`src/rtl/stopwatch_pkg.sv`:
```
// Shared definitions for the stopwatch controller: FSM state encoding and
// default clock/debounce parameters.
package stopwatch_pkg;

  typedef enum logic [1:0] {
    ST_IDLE    = 2'd0,
    ST_RUNNING = 2'd1,
    ST_PAUSED  = 2'd2
  } sw_state_e;

  localparam int DEF_CLK_HZ      = 50_000_000;
  localparam int DEF_DEBOUNCE_MS = 20;

  // Debounce window in clock cycles, never below one cycle.
  function automatic int deb_cycles(input int clk_hz, input int ms);
    int c;
    c = (clk_hz / 1000) * ms;
    return (c < 1) ? 1 : c;
  endfunction

endpackage

```
`src/rtl/key_debounce.sv`:
```
// Push-button front end: 2-flop synchronizer, stability-window debouncer and
// a one-cycle pulse on each debounced press (high-to-low transition).
module key_debounce #(
  parameter int DEB_CYC = 5
) (
  input  logic clk,
  input  logic rst,
  input  logic key_n,
  output logic press
);

  localparam int             CW      = (DEB_CYC > 1) ? $clog2(DEB_CYC) : 1;
  localparam logic [CW-1:0]  CNT_MAX = CW'(DEB_CYC - 1);

  logic          sync1;
  logic          sync2;
  logic          level;
  logic [CW-1:0] cnt;

  always_ff @(posedge clk or posedge rst) begin
    if (rst) begin
      sync1 <= 1'b1;
      sync2 <= 1'b1;
    end else begin
      sync1 <= key_n;
      sync2 <= sync1;
    end
  end

  // The level follows the synced key only after DEB_CYC consecutive
  // differing samples; any sample equal to the level restarts the window.
  always_ff @(posedge clk or posedge rst) begin
    if (rst) begin
      level <= 1'b1;
      cnt   <= '0;
      press <= 1'b0;
    end else begin
      press <= 1'b0;
      if (sync2 != level) begin
        if (cnt == CNT_MAX) begin
          level <= sync2;
          cnt   <= '0;
          press <= ~sync2;
        end else begin
          cnt <= cnt + 1'b1;
        end
      end else begin
        cnt <= '0;
      end
    end
  end

endmodule

```
`src/rtl/stopwatch_ctrl.sv`:
```
// Stopwatch control FSM with debounced keys and a one-second tick divider.
// Optional lap/display-freeze feature enabled by defining STOPWATCH_LAP_EN.
module stopwatch_ctrl
  import stopwatch_pkg::*;
#(
  parameter int CLK_HZ      = DEF_CLK_HZ,
  parameter int DEBOUNCE_MS = DEF_DEBOUNCE_MS
) (
  input  logic       clk,
  input  logic       rst,
  input  logic       key_start_n,
  input  logic       key_reset_n,
  input  logic       key_lap_n,
  output logic       enable,
  output logic       tick,
  output logic       reset_counter,
  output logic       lap_hold,
  output logic [1:0] state_o
);

  localparam int                DEB_CYC = deb_cycles(CLK_HZ, DEBOUNCE_MS);
  localparam int                DIV_W   = (CLK_HZ > 1) ? $clog2(CLK_HZ) : 1;
  localparam logic [DIV_W-1:0]  DIV_MAX = DIV_W'(CLK_HZ - 1);

  sw_state_e        state;
  sw_state_e        next_state;
  logic             start_press;
  logic             reset_press;
  logic [DIV_W-1:0] div;
  logic [DIV_W-1:0] div_nxt;
  logic             enable_nxt;
  logic             tick_nxt;
  logic             lap_hold_nxt;

  key_debounce #(.DEB_CYC(DEB_CYC)) u_start (
    .clk   (clk),
    .rst   (rst),
    .key_n (key_start_n),
    .press (start_press)
  );

  key_debounce #(.DEB_CYC(DEB_CYC)) u_reset (
    .clk   (clk),
    .rst   (rst),
    .key_n (key_reset_n),
    .press (reset_press)
  );

`ifdef STOPWATCH_LAP_EN
  logic lap_press;

  key_debounce #(.DEB_CYC(DEB_CYC)) u_lap (
    .clk   (clk),
    .rst   (rst),
    .key_n (key_lap_n),
    .press (lap_press)
  );
`else
  logic unused_lap;
  assign unused_lap = key_lap_n;
`endif

  // State and all outputs are registered so enable lines up with state_o.
  always_ff @(posedge clk or posedge rst) begin
    if (rst) begin
      state         <= ST_IDLE;
      enable        <= 1'b0;
      tick          <= 1'b0;
      reset_counter <= 1'b0;
      lap_hold      <= 1'b0;
      div           <= '0;
    end else begin
      state         <= next_state;
      enable        <= enable_nxt;
      tick          <= tick_nxt;
      reset_counter <= reset_press;
      lap_hold      <= lap_hold_nxt;
      div           <= div_nxt;
    end
  end

  // Reset press overrides a simultaneous start press.
  always_comb begin
    next_state = state;
    if (reset_press) begin
      next_state = ST_IDLE;
    end else begin
      case (state)
        ST_IDLE:    if (start_press) next_state = ST_RUNNING;
        ST_RUNNING: if (start_press) next_state = ST_PAUSED;
        ST_PAUSED:  if (start_press) next_state = ST_RUNNING;
        default:    next_state = ST_IDLE;
      endcase
    end
  end

  // The divider only advances across cycles that stay in RUNNING, so a
  // pause or reset discards the partial second.
  always_comb begin
    enable_nxt = (next_state == ST_RUNNING);
    div_nxt    = '0;
    tick_nxt   = 1'b0;
    if (state == ST_RUNNING && next_state == ST_RUNNING) begin
      if (div == DIV_MAX) begin
        tick_nxt = 1'b1;
      end else begin
        div_nxt = div + 1'b1;
      end
    end
`ifdef STOPWATCH_LAP_EN
    lap_hold_nxt = lap_hold;
    if (next_state == ST_IDLE) begin
      lap_hold_nxt = 1'b0;
    end else if (lap_press) begin
      if (state == ST_RUNNING) begin
        lap_hold_nxt = ~lap_hold;
      end else if (state == ST_PAUSED) begin
        lap_hold_nxt = 1'b0;
      end
    end
`else
    lap_hold_nxt = 1'b0;
`endif
  end

  assign state_o = state;

endmodule

```
`config.mk`:
```
export PLATFORM = sky130hd
export DESIGN_NAME = stopwatch_ctrl
export DESIGN_NICKNAME = d
export VERILOG_FILES = /design/src/rtl/stopwatch_pkg.sv /design/src/rtl/key_debounce.sv /design/src/rtl/stopwatch_ctrl.sv
export SDC_FILE = /design/constraint.sdc
export NUM_CORES = 1
export LEC_CHECK = 0
export CAP_MARGIN = 20
export CORE_AREA = 2 2 108 110
export CTS_CLUSTER_SIZE = 24
export DETAILED_ROUTE_END_ITERATION = 10
export DIE_AREA = 0 0 110 112
export PLACE_DENSITY_LB_ADDON = 0.3
export SLEW_MARGIN = 20
export SYNTH_ARGS = -nofsm -noshare
export SYNTH_HDL_FRONTEND = slang
export SYNTH_HIERARCHICAL = 1
export SYNTH_SLANG_ARGS = --single-unit
```
`constraint.sdc`:
```
create_clock -name clk -period 3.8 [get_ports clk]
set_input_delay 0.38 -clock clk [delete_from_list [all_inputs] [get_ports clk]]
set_output_delay 0.38 -clock clk [all_outputs]
set_load 0.01 [all_outputs]
```
==> results.toml, run 1 <==
[run_status]
status = "completed"

[power_and_ir_drop]
p_int_uw = 1510
p_clk_share_pct = 51.8
swShare_pct = 18.9
peakVddDrop_uv = 234
switchingPower_uw = 353
seqPwrFrac_pct = 46.0
leakage_uw = 0.00174
power_density_nw_per_um2 = 413
combinationalPowerShare_pct = 2.1

[run]
maxCapViolCount = 0

[timing]
drv_slew = 0
timing.slew.headroom_pct = 34.0
tightest_slew_ns = 0.986
finalSetupTns_ns = 0
fmax_mhz = 405
skew_ns = 0.00686
grt_setup_unrepaired = "no"
finalSetupViolCount = 0
period_needed_ns = 2.47
hold_viol = 0
timing.final.crit_share_pct = 65.0

[global_route]
grtUsageTotal_pct = 13.7
grt_max_degree = 32
grt_pass1_wl_um = 13400
antenna_found_initial = 0
grt_overflow = 0
grt_pass1_vias = 2834

[hold_path]
min_to = "u_start/sync2"
hp-class = "flop to flop"
min_from = "u_start/sync1"
worstHoldPathCells = 0

[clock_tree]
cts_setup_buffers = 0
cts_buffers = 9
ctsHoldBuffers = 0
cts_tree = "yes"
clk_pin_slew_ns = 0.06
insertion_delay_ns = 0.33
ctsResizeCount = 0
root_buffer = "clkbuf_16"
clockBufferDepth = 2
clkSinkCount = 79
h-tree-depth = 3

[cells_and_area]
drive_above_1_share_pct = 12.5
utilization_pct = 40.3
layout.nets = 396
final_common_cell = "dfrtp_1"
diodes = 0
final_cell_mix = "dfrtp_1, nor2_1, nand3_1, a21oi_1, xor2_1"
stdcell_count = 536
syn_to_final_growth_pct = 14.3

[setup_path]
worst-setup-path-type = "flop to flop"
worstSetupStartpointType = "flop"
worstPathMaxFanout = 16
worst_setup_path_end_kind = "flop"
reg2reg_to = "div[2]"
reg2reg_slack_ns = 1.33
r2r_start = "div[0]"
r2r_cells = 6
worstPathArrival_ns = 2.68
crit_required_ns = 4.01

[floorplan]
coreArea_um2 = 11200
die_w_um = 110
die_area_um2 = 12300
boundaryPins = 11
rows = 39
initial_core_util_pct = 35.3
die_h_um = 112

[synthesis]
synth-edff-count = 0
synthArstFlopShare_pct = 100
synth_area_per_cell_um2 = 10.5
yosysSeqAreaShare_pct = 50.3
syn_inst = 377
yosys_warnings = 6
synth_top_area_cell = "dfrtp_1"
yosys-top-cells-area = "dfrtp_1, nor2_1, xor2_1, xnor2_1, dfstp_2"
yosysTopAreaCellShare_pct = 46.3
ys_ff_latch = 79
synth_nets = 385
synth.distinct_cells = 46
synthFlopType = "dfrtp_1"
syn_area_um2 = 3940

[drt]
wl_met3_um = 205
wl_per_cell_um = 13.9
drt-met1-wl_um = 3680
drt_wl_total_um = 7450
top_layer_used = "met4"
drtIter0Drc = 158
drc = 0
wl_met2_um = 3440
ant_nets = 0
drtPass1Iterations = 4
vias = 2815
viasPerCell = 5.25

[place]
portBuffers = 8
place.gp.congestion = 0.764
place_hpwl_um = 5000
placed_cells = 520
sequential cells by signal, indices dropped and copies added (netlist names), 2 cells and up:
signal and cells:
div 26, state_o 2, u_reset/cnt 20, u_start/cnt 20
logic make-up (layout without fill, tap and decap cells):
| logic type | count (synthesis) | after routing | synth area share, % |
|---|---|---|---|
| AND/OR/NAND/NOR | 184 | 184 | 28.0 |
| XOR/XNOR | 40 | 40 | 8.89 |
| AO/OA/AOI/OAI | 46 | 46 | 8.00 |
| adder cells (fa/ha/maj) | 3 | 3 | 0.952 |
| flip-flops | 79 | 79 | 50.3 |
| multiplexers | 5 | 5 | 1.56 |
| buffers and inverters | 19 | 35 | 2.19 |
| other | 1 | 1 | 0.0951 |
synthesized netlist by cell type (2+ instances only):
| cell type | instances |
|---|---|
| dfrtp_1 | 73 |
| nor2_1 | 49 |
| nand3_1 | 23 |
| a21oi_1 | 22 |
| xor2_1 | 21 |
| xnor2_1 | 19 |
| nand2_1 | 18 |
| nand4_1 | 13 |
| or4_1 | 13 |
| o31ai_1 | 12 |
| or3_1 | 10 |
| inv_1 | 9 |
| and4_1 | 8 |
| o21ai_0 | 8 |
| and3_1 | 7 |
| nor3_1 | 7 |
| dfstp_2 | 6 |
| clkbuf_1 | 4 |
| nand3_2 | 4 |
| nand4_2 | 4 |
| nor4_2 | 4 |
| buf_2 | 3 |
| buf_4 | 3 |
| ha_1 | 3 |
| nor4_1 | 3 |
| or4_4 | 3 |
| mux2_4 | 2 |
| mux2i_1 | 2 |
| nand4bb_1 | 2 |
| nor3b_1 | 2 |
| nor4bb_1 | 2 |
| o41ai_4 | 2 |
| or2_1 | 2 |
| or3_4 | 2 |
how the worst max path moves through the flow:
stage,startpoint,endpoint,slack (ns),cells past startpoint
detailed placement,div[0],div[2],1.34,6
CTS,div[0],div[2],1.30,6
finish,div[0],div[2],1.33,6
global route,div[0],div[8],1.16,6
global placement,div[0],div[9],1.38,6
floorplan,div[0],div[24],1.70,6
metal layers:
layer,vias to the layer above,global-route usage (%)
met3,10,3.98
met5,-,0
li1,1385,-
met2,29,21.4
met4,0,5.32
met1,1391,18.0
final cells by class:
| class | instances | area [um2] |
|---|---|---|
| inverter | 9 | 33.8 |
| sequential | 79 | 1980 |
| multi-input combinational | 279 | 1870 |
| timing repair buffer | 10 | 95.1 |
| fill | 1083 | 6670 |
| tap | 143 | 179 |
| clock buffer | 14 | 284 |
| clock inverter | 2 | 60.1 |
power by group through the flow:
stage / sequential [uW] / combinational (uW) / clock, uW
final: 857 / 40.0 / 965
after global routing: 858 / 46.8 / 1030
after CTS: 857 / 42.2 / 996
after detailed placement: 872 / 41.6 / 0
after global placement: 872 / 41.4 / 0
after floorplan: 870 / 30.2 / 0
critical path, cell delays in order (launching register included):
cell and delay (ns):
dfrtp_1 0.42, ha_1 0.25, nand4_1 0.18, or4_1 0.67, o21bai_2 0.44, buf_4 0.30, nor2_1 0.08
metrics by stage:
stage	hold WS (ns)	instance area (um2)	worst slack, ns	power [uW]
final	0.355	4510	1.33	1860
after detailed placement	0.348	4160	1.34	913
after CTS	0.356	4510	1.30	1900
after global routing	0.363	4510	1.16	1940
after floorplan	0.345	3940	1.70	901
after global placement	0.346	4160	1.38	913
Power figures use the tool's default switching activity.
==> run 2: changes to the inputs <==
Clock period 3.8 ns to 2.2 ns, I/O delays scaled along.
==> run 2 against run 1 <==
  * Worst setup slack worse by 1.2 ns
  * Combinational power up 90%
  * Non-clock buffer count up 12
  * Cell area up 0.17%
  * Sequential power up 73%
  * Clock skew down 0.00092 ns
  * Clock power up 38%
  * Utilization up 0.067 points
  * Critical path type unchanged
  * Largest power group is now registers
==> results.toml, run 2 (synthesis gave the netlist of run 1 again) <==
[drt]
drc = 0
wl_per_cell_um = 13.8
ant_nets = 0
drtPass1Iterations = 4
vias = 2848
viasPerCell = 5.20
drt_wl_total_um = 7580
drtIter0Drc = 113

[cells_and_area]
final_common_cell = "dfrtp_1"
fill_cells = 1064
stdcell_count = 548
top_regs = "div: 26 flops, u_reset/cnt: 20 flops, u_start/cnt: 20 flops"
multi_input_area_um2 = 1870
diodes = 0
largest_register_ffs = 26
syn_to_final_growth_pct = 14.5
layout.nets = 408
regArea_um2 = 1980
final_cell_mix = "dfrtp_1, nor2_1, nand3_1, a21oi_1, xor2_1"
regMostFlops = "div"
drive_above_1_share_pct = 14.3

[global_route]
grt_pass1_vias = 2861
grt_max_degree = 32
grt_overflow = 0
antenna_found_initial = 0
grt_pass1_wl_um = 13600
grtUsageTotal_pct = 14.0

[power_and_ir_drop]
leakage_uw = 0.00176
p_total_uw = 2880
switchingPower_uw = 623
seqPwrFrac_pct = 51.4
combinationalPowerShare_pct = 2.6
peakVddDrop_uv = 411
swShare_pct = 21.6
p_clk_share_pct = 46.0
power_density_nw_per_um2 = 639
p_int_uw = 2260

[floorplan]
die_w_um = 110
boundaryPins = 11
initial_core_util_pct = 35.3
coreArea_um2 = 11200
die_area_um2 = 12300
die_h_um = 112
rows = 39

[setup_path]
worstSetupStartpointType = "flop"
reg2reg_to = "div[24]"
reg2reg_slack_ns = 0.14
crit_buf_inv = 0
crit_required_ns = 2.45
worst-setup-path-type = "flop to flop"
slowest_stage = "or4_1"
r2r_start = "div[0]"
worst_setup_path_end_kind = "flop"
r2r_cells = 5
worstPathArrival_ns = 2.31
max_stage_delay_ns = 0.61
worstPathMaxFanout = 3
path_cells = "ha_1 -> nand4_1 -> or4_1 -> or4_4 -> a21oi_2"
cp_top_family = "simple AND/OR/NAND/NOR gates"

[run]
maxCapViolCount = 0

[place]
place_hpwl_um = 5210
placed_cells = 532
preCtsSetupSlack_ns = 0.148
portBuffers = 8
place.gp.congestion = 0.834

[timing]
hold_viol = 0
fmax_mhz = 486
finalSetupTns_ns = 0
timing.final.crit_share_pct = 93.5
whs_ns = 0.279
finalSetupViolCount = 0
drv_slew = 0
skew_ns = 0.00594
setup_ws_ns = 0.144
grt_setup_unrepaired = "no"
period_needed_ns = 2.06

[clock_tree]
root_buffer = "clkbuf_16"
cts_buffers = 9
clkSinkCount = 79
ctsHoldBuffers = 0
cts_setup_buffers = 0
cts_tree = "yes"
insertion_delay_ns = 0.33
h-tree-depth = 3
clockBufferDepth = 2
clk_pin_slew_ns = 0.06
ctsResizeCount = 0

[run_status]
status = "completed"

[hold_path]
hp-class = "input pin to asynchronous set/reset pin"
run 2: cell types whose count changed in the layout (fill, tap and decap cells not counted), sizes merged:
cell	before	now
clkinv	0	2
clkinvlp	0	1
buf	2	14
bufinv	2	0
clkbuf	14	13
run 2: final cells by class:
cell class | instances | share of cell area, %
inverter | 9 | 0.748
timing repair buffer | 22 | 4.10
multi-input combinational | 279 | 41.4
clock buffer | 13 | 5.32
sequential | 79 | 44.0
tap | 143 | 3.96
clock inverter | 3 | 0.471
run 2: worst max path at each step:
stage                     cells after the start  slack, ns      end    from
after global routing                          7      0.001   div[7]  div[0]
after CTS                                     7       0.13  div[17]  div[0]
after detailed placement                      7       0.15  div[15]  div[0]
final                                         5       0.14  div[24]  div[0]
after global placement                        7       0.18   div[8]  div[0]
after floorplan                               6       0.10  div[24]  div[0]
run 2: power groups by stage:
stage	clock, uW	combinational (uW)	sequential [uW]
floorplan	0	52.2	1500
global placement	0	79.3	1510
detailed placement	0	79.9	1510
CTS	1380	80.7	1480
global route	1450	89.2	1480
finish	1330	76.2	1480
run 2: through the flow:
step	util, %	cell area [um2]
finish	40.4	4510
global route	40.4	4510
CTS	40.4	4510
detailed placement	38.1	4250
global placement	38.1	4250
floorplan	-	3940
run 2: per-layer routing:
metal | up-vias | track usage, % | part of all wire [%] | wire, um
met4 | 0 | 4.98 | 0.95 | 72
met1 | 1408 | 18.5 | 48 | 3610
met3 | 6 | 3.92 | 2.6 | 199
met2 | 25 | 21.8 | 49 | 3700
met5 | - | 0 | 0 | 0
li1 | 1409 | - | - | -
==> run 3: changes to the inputs <==
Settings changed: ABC_CLOCK_PERIOD_IN_PS set to 2200, GPL_ROUTABILITY_DRIVEN set to 0.
==> results of run 3 <==
Same layout as run 2: the final DEF is identical, and so are final timing and power.
